File: src/rtl/pe_mac_acc.sv
// Fixed-point MAC processing element for the output-stationary systolic array, with
// NUM_ACC selectable guard-bit accumulators and a registered output chain.
// Optional macro PE_ROUND_EN: round-half-up products (default build truncates).
module pe_mac_acc #(
  parameter int WIDTH   = 8,
  parameter int FRAC    = 4,
  parameter int GUARD   = 4,
  parameter int NUM_ACC = 2
) (
  input  logic                                              clk,
  input  logic                                              rst,
  input  logic [1:0]                                        ctl,
  input  logic [((NUM_ACC > 1) ? $clog2(NUM_ACC) : 1)-1:0]  acc_sel,
  input  logic                                              i_valid,
  input  logic [WIDTH-1:0]                                  i_in,
  input  logic [WIDTH-1:0]                                  i_w,
  input  logic [WIDTH-1:0]                                  i_out,
  input  logic                                              i_out_valid,
  output logic [WIDTH-1:0]                                  o_in,
  output logic [WIDTH-1:0]                                  o_w,
  output logic                                              o_valid,
  output logic [WIDTH-1:0]                                  o_out,
  output logic                                              o_out_valid,
  output logic                                              sat_flag
);

  localparam int ACC_W = WIDTH + GUARD;
  localparam int SEL_W = (NUM_ACC > 1) ? $clog2(NUM_ACC) : 1;
  // Working width large enough for the full product and for acc + q without wrap.
  localparam int EXT_W = (ACC_W + 2 > 2 * WIDTH + 1) ? ACC_W + 2 : 2 * WIDTH + 1;

  typedef enum logic [1:0] {
    CTL_CLEAR = 2'd0,
    CTL_DRAIN = 2'd1,
    CTL_ACCUM = 2'd2,
    CTL_HOLD  = 2'd3
  } ctl_e;

  function automatic logic signed [ACC_W-1:0] sat_acc(input  logic signed [EXT_W-1:0] v,
                                                       output logic                    ovf);
    logic [EXT_W-ACC_W:0] top;
    top = v[EXT_W-1:ACC_W-1];
    ovf = !((&top) || (~|top));
    if (!ovf)            sat_acc = v[ACC_W-1:0];
    else if (v[EXT_W-1]) sat_acc = {1'b1, {(ACC_W-1){1'b0}}};
    else                 sat_acc = {1'b0, {(ACC_W-1){1'b1}}};
  endfunction

  function automatic logic signed [WIDTH-1:0] sat_width(input  logic signed [ACC_W-1:0] v,
                                                        output logic                    ovf);
    logic [ACC_W-WIDTH:0] top;
    top = v[ACC_W-1:WIDTH-1];
    ovf = !((&top) || (~|top));
    if (!ovf)            sat_width = v[WIDTH-1:0];
    else if (v[ACC_W-1]) sat_width = {1'b1, {(WIDTH-1){1'b0}}};
    else                 sat_width = {1'b0, {(WIDTH-1){1'b1}}};
  endfunction

`ifdef PE_ROUND_EN
  localparam logic signed [EXT_W-1:0] RND_K = {{(EXT_W-1){1'b0}}, 1'b1} <<< (FRAC - 1);
`endif

  ctl_e                     mode;
  logic                     sel_ok;
  logic signed [WIDTH-1:0]  in_s, w_s;
  logic signed [2*WIDTH-1:0] prod;
  logic signed [EXT_W-1:0]  prod_ext, prod_rnd, q_ext, acc_ext, qs_ext, sum_ext;
  logic signed [ACC_W-1:0]  q_sat, sum_sat, acc_cur;
  logic signed [WIDTH-1:0]  drain_val;
  logic                     q_ovf, sum_ovf, drain_ovf;

  logic signed [ACC_W-1:0]  acc_q [NUM_ACC];
  logic signed [ACC_W-1:0]  acc_d [NUM_ACC];
  logic [WIDTH-1:0]         in_q, in_d, w_q, w_d, out_q, out_d;
  logic                     vld_q, vld_d, out_vld_q, out_vld_d, sat_q, sat_d;

  assign mode   = ctl_e'(ctl);
  assign sel_ok = (32'(acc_sel) < 32'(NUM_ACC));
  assign in_s   = i_in;
  assign w_s    = i_w;

  always_comb begin
    prod     = (2*WIDTH)'(in_s) * (2*WIDTH)'(w_s);
    prod_ext = {{(EXT_W-2*WIDTH){prod[2*WIDTH-1]}}, prod};
`ifdef PE_ROUND_EN
    prod_rnd = prod_ext + RND_K;
`else
    prod_rnd = prod_ext;
`endif
    q_ext    = prod_rnd >>> FRAC;
    q_sat    = sat_acc(q_ext, q_ovf);
    acc_cur  = sel_ok ? acc_q[acc_sel] : '0;
    acc_ext  = {{(EXT_W-ACC_W){acc_cur[ACC_W-1]}}, acc_cur};
    qs_ext   = {{(EXT_W-ACC_W){q_sat[ACC_W-1]}}, q_sat};
    sum_ext  = acc_ext + qs_ext;
    sum_sat  = sat_acc(sum_ext, sum_ovf);
    drain_val = sat_width(acc_cur, drain_ovf);
  end

  always_comb begin
    in_d      = in_q;
    w_d       = w_q;
    vld_d     = vld_q;
    out_d     = out_q;
    out_vld_d = out_vld_q;
    sat_d     = sat_q;
    acc_d     = acc_q;
    if (mode != CTL_HOLD) begin
      in_d  = i_in;
      w_d   = i_w;
      vld_d = i_valid;
    end
    unique case (mode)
      CTL_CLEAR: begin
        if (sel_ok) acc_d[acc_sel] = '0;
        out_vld_d = 1'b0;
      end
      CTL_DRAIN: begin
        out_d     = sel_ok ? drain_val : '0;
        out_vld_d = 1'b1;
        if (sel_ok && drain_ovf) sat_d = 1'b1;
      end
      CTL_ACCUM: begin
        if (i_valid && sel_ok) begin
          acc_d[acc_sel] = sum_sat;
          if (q_ovf || sum_ovf) sat_d = 1'b1;
        end
        out_d     = i_out;
        out_vld_d = i_out_valid;
      end
      default: ;
    endcase
  end

  always_ff @(posedge clk or posedge rst) begin
    if (rst) begin
      for (int i = 0; i < NUM_ACC; i++) acc_q[i] <= '0;
      in_q      <= '0;
      w_q       <= '0;
      vld_q     <= 1'b0;
      out_q     <= '0;
      out_vld_q <= 1'b0;
      sat_q     <= 1'b0;
    end else begin
      acc_q     <= acc_d;
      in_q      <= in_d;
      w_q       <= w_d;
      vld_q     <= vld_d;
      out_q     <= out_d;
      out_vld_q <= out_vld_d;
      sat_q     <= sat_d;
    end
  end

  assign o_in        = in_q;
  assign o_w         = w_q;
  assign o_valid     = vld_q;
  assign o_out       = out_q;
  assign o_out_valid = out_vld_q;
  assign sat_flag    = sat_q;

endmodule
File: config.mk
export PLATFORM = sky130hd
export DESIGN_NAME = pe_mac_acc
export DESIGN_NICKNAME = d
export VERILOG_FILES = /design/src/rtl/pe_mac_acc.sv
export SDC_FILE = /design/constraint.sdc
export NUM_CORES = 1
export LEC_CHECK = 0
export ABC_AREA = 1
export CORE_AREA = 2 2 90 110
export DETAILED_ROUTE_END_ITERATION = 10
export DIE_AREA = 0 0 92 112
export PLACE_DENSITY = 0.83
export SLEW_MARGIN = 20
export SYNTH_ARGS = -nofsm -noshare
export SYNTH_HDL_FRONTEND = slang
export SYNTH_SLANG_ARGS = --single-unit
File: constraint.sdc
create_clock -name clk -period 4.05 [get_ports clk]
set_input_delay 0.81 -clock clk [delete_from_list [all_inputs] [get_ports clk]]
set_output_delay 0.81 -clock clk [all_outputs]
set_load 0.1 [all_outputs]
# [After elaboration in Yosys (flattened, before gate mapping)]
# Cells that the tools add are included.
[totals] ff_bits=51 in_bits=31 output_inout_bits=27 wordCells=54
[op_classes] n_addsub=1 multipliers=1 n_lt_le_gt_ge=2 n_eq_ne=6 muxes=18 bitwise=3 reduce_logical=15
[ops] cell="$mux W12" count=6
[ops] cell="$pmux W24 S2" count=1
[ops] cell="$and A24 B24 Y24" count=1
[ops] cell="$bwmux W24" count=1
[ops] cell="$mux W24" count=1
[ops] cell="$not A24 Y24" count=1
[ops] cell="$mul A8 B8 Y16" count=1
[ops] cell="$mux W8" count=2
[ops] cell="$pmux W8 S2" count=1
[ops] cell="$add A12 B12 Y13" count=1
[ops] cell="$demux W12 S1" count=1
[ops] cell="$ne A2 B2 Y1 const B" count=4
[ops] cell="$reduce_and A6 Y1" count=1
[ops] cell="$reduce_or A6 Y1" count=1
[ops] cell="$reduce_and A5 Y1" count=1
[ops] cell="$reduce_or A5 Y1" count=1
[ops] cell="$reduce_and A4 Y1" count=1
[ops] cell="$reduce_bool A2 Y1" count=2
[ops] cell="$mux W1" count=3
[ops] cell="$pmux W1 S3" count=1
[ops] cell="$reduce_bool A3 Y1" count=1
[ops] cell="$eq A2 B1 Y1 const B" count=1
[ops] cell="$eq A2 B2 Y1 const B" count=1
[ops] cell="$ge A2 B2 Y1 const B" count=1
[ops] cell="other kinds (8)" count=10

# [Logic depth before layout (Yosys ltp)]
[logic_depth] depth_word=12 depth_mapped=36 depth_no_buf=35

# [Worst setup path before layout]
# Ideal clock, no wire load.
[synth_path] path_kind="input port to flip-flop" start="in i_in[7]" end="reg sat_q (netlist: sat_flag)" setup_ps=119 t_arrival_ps=5803 required_time_ps=3931 slack_ps=-1873 cell_stages=31 n_path_buf=2 cell_sequence="clkbuf_1 nand2_1 fa_1 fa_1 inv_1 fa_1 inv_1 fa_1 inv_1 ha_1 nand2_1 nor3_1 nand2_1 o211ai_1 nand2_1 a21boi_0 nor2_1 nand2_1 nand2_1 ha_1 nand2_1 inv_1 a21oi_1 nand3_1 nand2_1 nand2_1 nand2_2 buf_6 nand3_1 nand2_1 nand2_1"
[synth_via] elab_chain_len=7
[synth_rtl] item="start, declared" line_no="15" rtl="input logic [WIDTH-1:0] i_in,"
[synth_rtl] item="$mul A8 B8 Y16 (*)" line_no="83" rtl="prod = (2*WIDTH)'(in_s) * (2*WIDTH)'(w_s);"
[synth_rtl] item="$add A12 B12 Y13 (*)" line_no="95" rtl="sum_ext = acc_ext + qs_ext;"
[synth_rtl] item="$reduce_or A6 Y1" line_no="43" rtl="ovf = !((&top) || (~|top));"
[synth_rtl] item="$logic_not A1 Y1" line_no="43"
[synth_rtl] item="$logic_or A1 B1 Y1 (*)" line_no="43"
[synth_rtl] item="$ne A2 B2 Y1 (no line) (*)"
[synth_rtl] item="$reduce_and A4 Y1 (no line) (*)"
[synth_rtl] item="end signal, assigned" line_no="151" rtl="sat_q <= sat_d;"
[synth_rtl] item="end, declared" line_no="75" rtl="logic vld_q, vld_d, out_vld_q, out_vld_d, sat_q, sat_d;"
# Every way passes the cells marked *; elsewhere a longest branch is shown, timed or not.
# A chain may end at the register's enable or synchronous reset.

# [Worst setup path after layout]
[layout_path] start="in i_w[1]" end="reg acc_q[4] in the netlist's numbering"
[layout_via] elab_chain_len=9
[layout_rtl] item="start, declared" line_no="16" rtl="input logic [WIDTH-1:0] i_w,"
[layout_rtl] item="$mul A8 B8 Y16 (*)" line_no="83"
[layout_rtl] item="$add A12 B12 Y13 (*)" line_no="95"
[layout_rtl] item="$reduce_or A6 Y1" line_no="43"
[layout_rtl] item="$logic_not A1 Y1" line_no="43"
[layout_rtl] item="$logic_or A1 B1 Y1" line_no="43"
[layout_rtl] item="$mux W12 (*)" line_no="44" rtl="if (!ovf) sat_acc = v[ACC_W-1:0];"
[layout_rtl] item="$bwmux W24 (*)" line_no="125" rtl="acc_d[acc_sel] = sum_sat;"
[layout_rtl] item="$mux W24 (*)" line_no="124" rtl="if (i_valid && sel_ok) begin"
[layout_rtl] item="$pmux W24 S2 (*)" line_no="113" rtl="unique case (mode)"
[layout_rtl] item="end signal, assigned" line_no="145" rtl="acc_q <= acc_d;"
[layout_rtl] item="end, declared" line_no="72" rtl="logic signed [ACC_W-1:0] acc_q [NUM_ACC];"
# Every way passes the cells marked *; elsewhere a longest branch is shown, timed or not. The select of a mux whose other input is x is not followed.

==> results by group <==
Place
  – DP HPWL: 12,000 um
  – Port buffer count: 57
  – Placed cells: 1,045
  – Pre-CTS setup slack: -2460 ps
  – Gpl congestion: 0.890

Global route
  – Global route overflow: 0
  – Vias in the first global route: ~6,300
  – Gr usage total: 0.333
  – Largest net degree at the start of global routing: 52
  – First-pass GRT wire length: 27,300 um
  – Number of antenna violations at the first check in global routing: 0

Hold path
  – Worst Hold Class: reg -> reg

Clock tree
  – H-Tree Depth: 2
  – Hold buffer count at CTS: 0
  – Total CTS buffers: 5
  – Worst-path clk slew: 70 ps
  – Clock Tree Root: clkbuf_16
  – Clk_lat worst skew: 300 ps
  – CTS tree: done
  – Clk sink count: 51
  – Buffer levels on the longest clock path: 2

Logic synthesis
  – Synth area leader: dfrtp_1
  – Most frequent cell after synthesis: nand2_1
  – Synth Instances: 804
  – Cell variety after synth: 34
  – Main synth FF type: dfrtp_1
  – Number of flops mapped to enable cells by yosys: 0
  – Mapped Nets: between 900 and 1,000
  – Syn_area_per_cell: slightly above 7 um^2
  – Synthesis-stage register bit count: between 50 and 60
  – Synth area leaders: dfrtp_1, fa_1, nand2_1, inv_1, ha_1
  – Synthesized cell area: around 5800 um^2
  – Yosys warns: 0
  – FFs w/ async S/R, synth: 1.00
  – Commonest cells post-synth: nand2_1, inv_1, fa_1, dfrtp_1, ha_1
  – Yosys top cell area share: 0.220
  – Sequential share of the synthesized area: 0.220

Cells and area
  – Synth-to-Final Area Change: 37.9%
  – Layout cells sized above 1: 0.299
  – Area of the multi-input gates: 4340 um^2
  – FILL cells: ~500
  – Final core occ: 0.864
  – Final Instance Count excl. Fillers: 1,073
  – Diode count: 0
  – Final net count: around 1,100
  – Register area: 1280 um^2

Setup path
  – Worst Path Arrival: approximately 6000 ps
  – Crit Path Category: in -> reg
  – Buf+Inv Stages, Crit Path: 11
  – Slowest library cell on the worst path: fa_1
  – Top delay family on crit path: adder cells
  – Crit-path max cell delay: about 550 ps
  – CP startpoint kind: input pin
  – Crit path capture type: flip-flop
  – CP Max Fanout: 6
  – Req. time, crit path: between 4000 and 5000 ps

Floorplan
  – Core area: approximately 9000 um^2
  – Initial Util: 0.627
  – Die Area: roughly 10,000 um^2
  – Cell Rows: 39
  – Die width: ~92 um
  – Io pins: 58
  – Die Span Y: ~110 um

Timing
  – Final Hold Fails: 0
  – Slew Viols, Final: 0
  – Setup WS post-layout: -1750 ps
  – Clk_skew: approximately 10 ps
  – Slew headroom: 0.144
  – Crit share post-route: 1.43
  – Max Clk Rate: approximately 0.17 GHz
  – Worst-Margin Slew: between 1000 and 1500 ps
  – Final setup viols: 25
  – RSZ-0062 raised after global routing: true
  – Fin crit period: a little under 6000 ps

Routing
  – DRC viols: 0
  – Via count of the routed design: 5,923
  – Routed WL per cell: between 15 and 20 um
  – Final wirelength: around 18,000 um
  – DR pass1 iterations: 7
  – DR vias/cell: between 5 and 6
  – Post-route ant nets: 0
  – Initial DRC Count: roughly 420

Outcome
  – Violated checks: setup timing
  – Outcome: finished, violations left

Flow run
  – Max Cap Viol: 0
[worst min-delay path: stages, from the launching register on]
cell     delay [ps]
dfrtp_1         350
nand2_1          50
nand2_1          50
[area by class of cell]
type,instances,area share
clock inverters,2,0.00437
well taps,123,0.0192
repair buffers,163,0.174
inverters,177,0.0837
flip-flops and latches,51,0.159
clock buffers,6,0.0173
multi-input cells,551,0.542
[per-layer routing]
layer	global-route usage	part of all wire	vias to the layer above
met2	0.630	0.54	295
met5	0	0	-
li1	-	-	2662
met1	0.332	0.34	2855
met3	0.0460	0.052	111
met4	0.224	0.061	0
[cell usage in the layout, fill, tap and decap left out, types with 3 or more instances in the layout]
cell type	synthesis	layout
a21oi_2	0	5
buf_2	3	4
buf_4	0	103
buf_6	7	9
ha_4	0	13
nand2_4	2	21
nand3_2	2	24
a21oi_1	24	16
dfrtp_1	51	51
o21ai_2	4	4
a21oi_4	0	3
fa_1	55	50
inv_2	1	25
nand2_2	12	36
clkbuf_16	0	5
o21ai_1	4	5
ha_1	45	32
inv_1	174	147
nand3_1	32	10
nand2_1	277	234
clkdlybuf4s50_1	0	41
nand2_8	0	3
o21ai_0	13	12
xnor2_1	8	7
nor2_1	36	31
nor2_2	0	5
fa_2	0	5
nand4_1	6	6
xor2_1	14	12
[path summary, 6_finish.rpt]
| kind | start | end | slack [ps] | depth (start not counted) |
|---|---|---|---|---|
| hold / removal | acc_q[10]$_DFFE_PP0P_ | acc_q[10]$_DFFE_PP0P_ | 480 | 2 |
| max in group asynchronous | rst | acc_q[23]$_DFFE_PP0P_ | 2540 | 2 |
| min in group asynchronous | rst | o_out[0]$_DFFE_PP0P_ | 980 | 2 |
| hold reg to reg | acc_q[10]$_DFFE_PP0P_ | acc_q[10]$_DFFE_PP0P_ | 480 | 2 |
| setup reg to reg | acc_q[1]$_DFFE_PP0P_ | acc_q[7]$_DFFE_PP0P_ | 1480 | 12 |
| setup / recovery | i_w[1] | acc_q[4]$_DFFE_PP0P_ | -1750 | 32 |
[flip-flops by register name, indices dropped and copies added, names as in the netlist]
name / flops
o_in: 8
acc_q: 24
o_out: 8
o_valid: 1
sat_flag: 1
o_w: 8
o_out_valid: 1
[repair_timing]
item                       4_1_cts  5_1_grt
buffers inserted                15        3
pin swaps                       77       59
cloned                           3        1
gates resized for setup        144       68
setup endpoints to repair       25       25
[kinds of logic after synthesis]
logic type,share of synthesized area
buffers and inverters,0.146
AND/OR/NAND/NOR,0.263
flip-flops,0.220
AO/OA/AOI/OAI,0.0519
adder cells (fa/ha/maj),0.286
XOR/XNOR,0.0332
[metrics by stage]
| step | setup TNS, ps | area [um^2] | hold WS (ps) |
|---|---|---|---|
| finish | -42660 | 8010 | 481 |
| global route | -46730 | 8010 | 490 |
| CTS | -39020 | 7770 | 477 |
| detailed placement | -59870 | 7210 | 461 |
| global placement | -55300 | 7210 | 447 |
| floorplan | -35520 | 6080 | 442 |
Power is not shown: default switching activity piles up to over one toggle a cycle in this logic, so the estimate is an artifact.
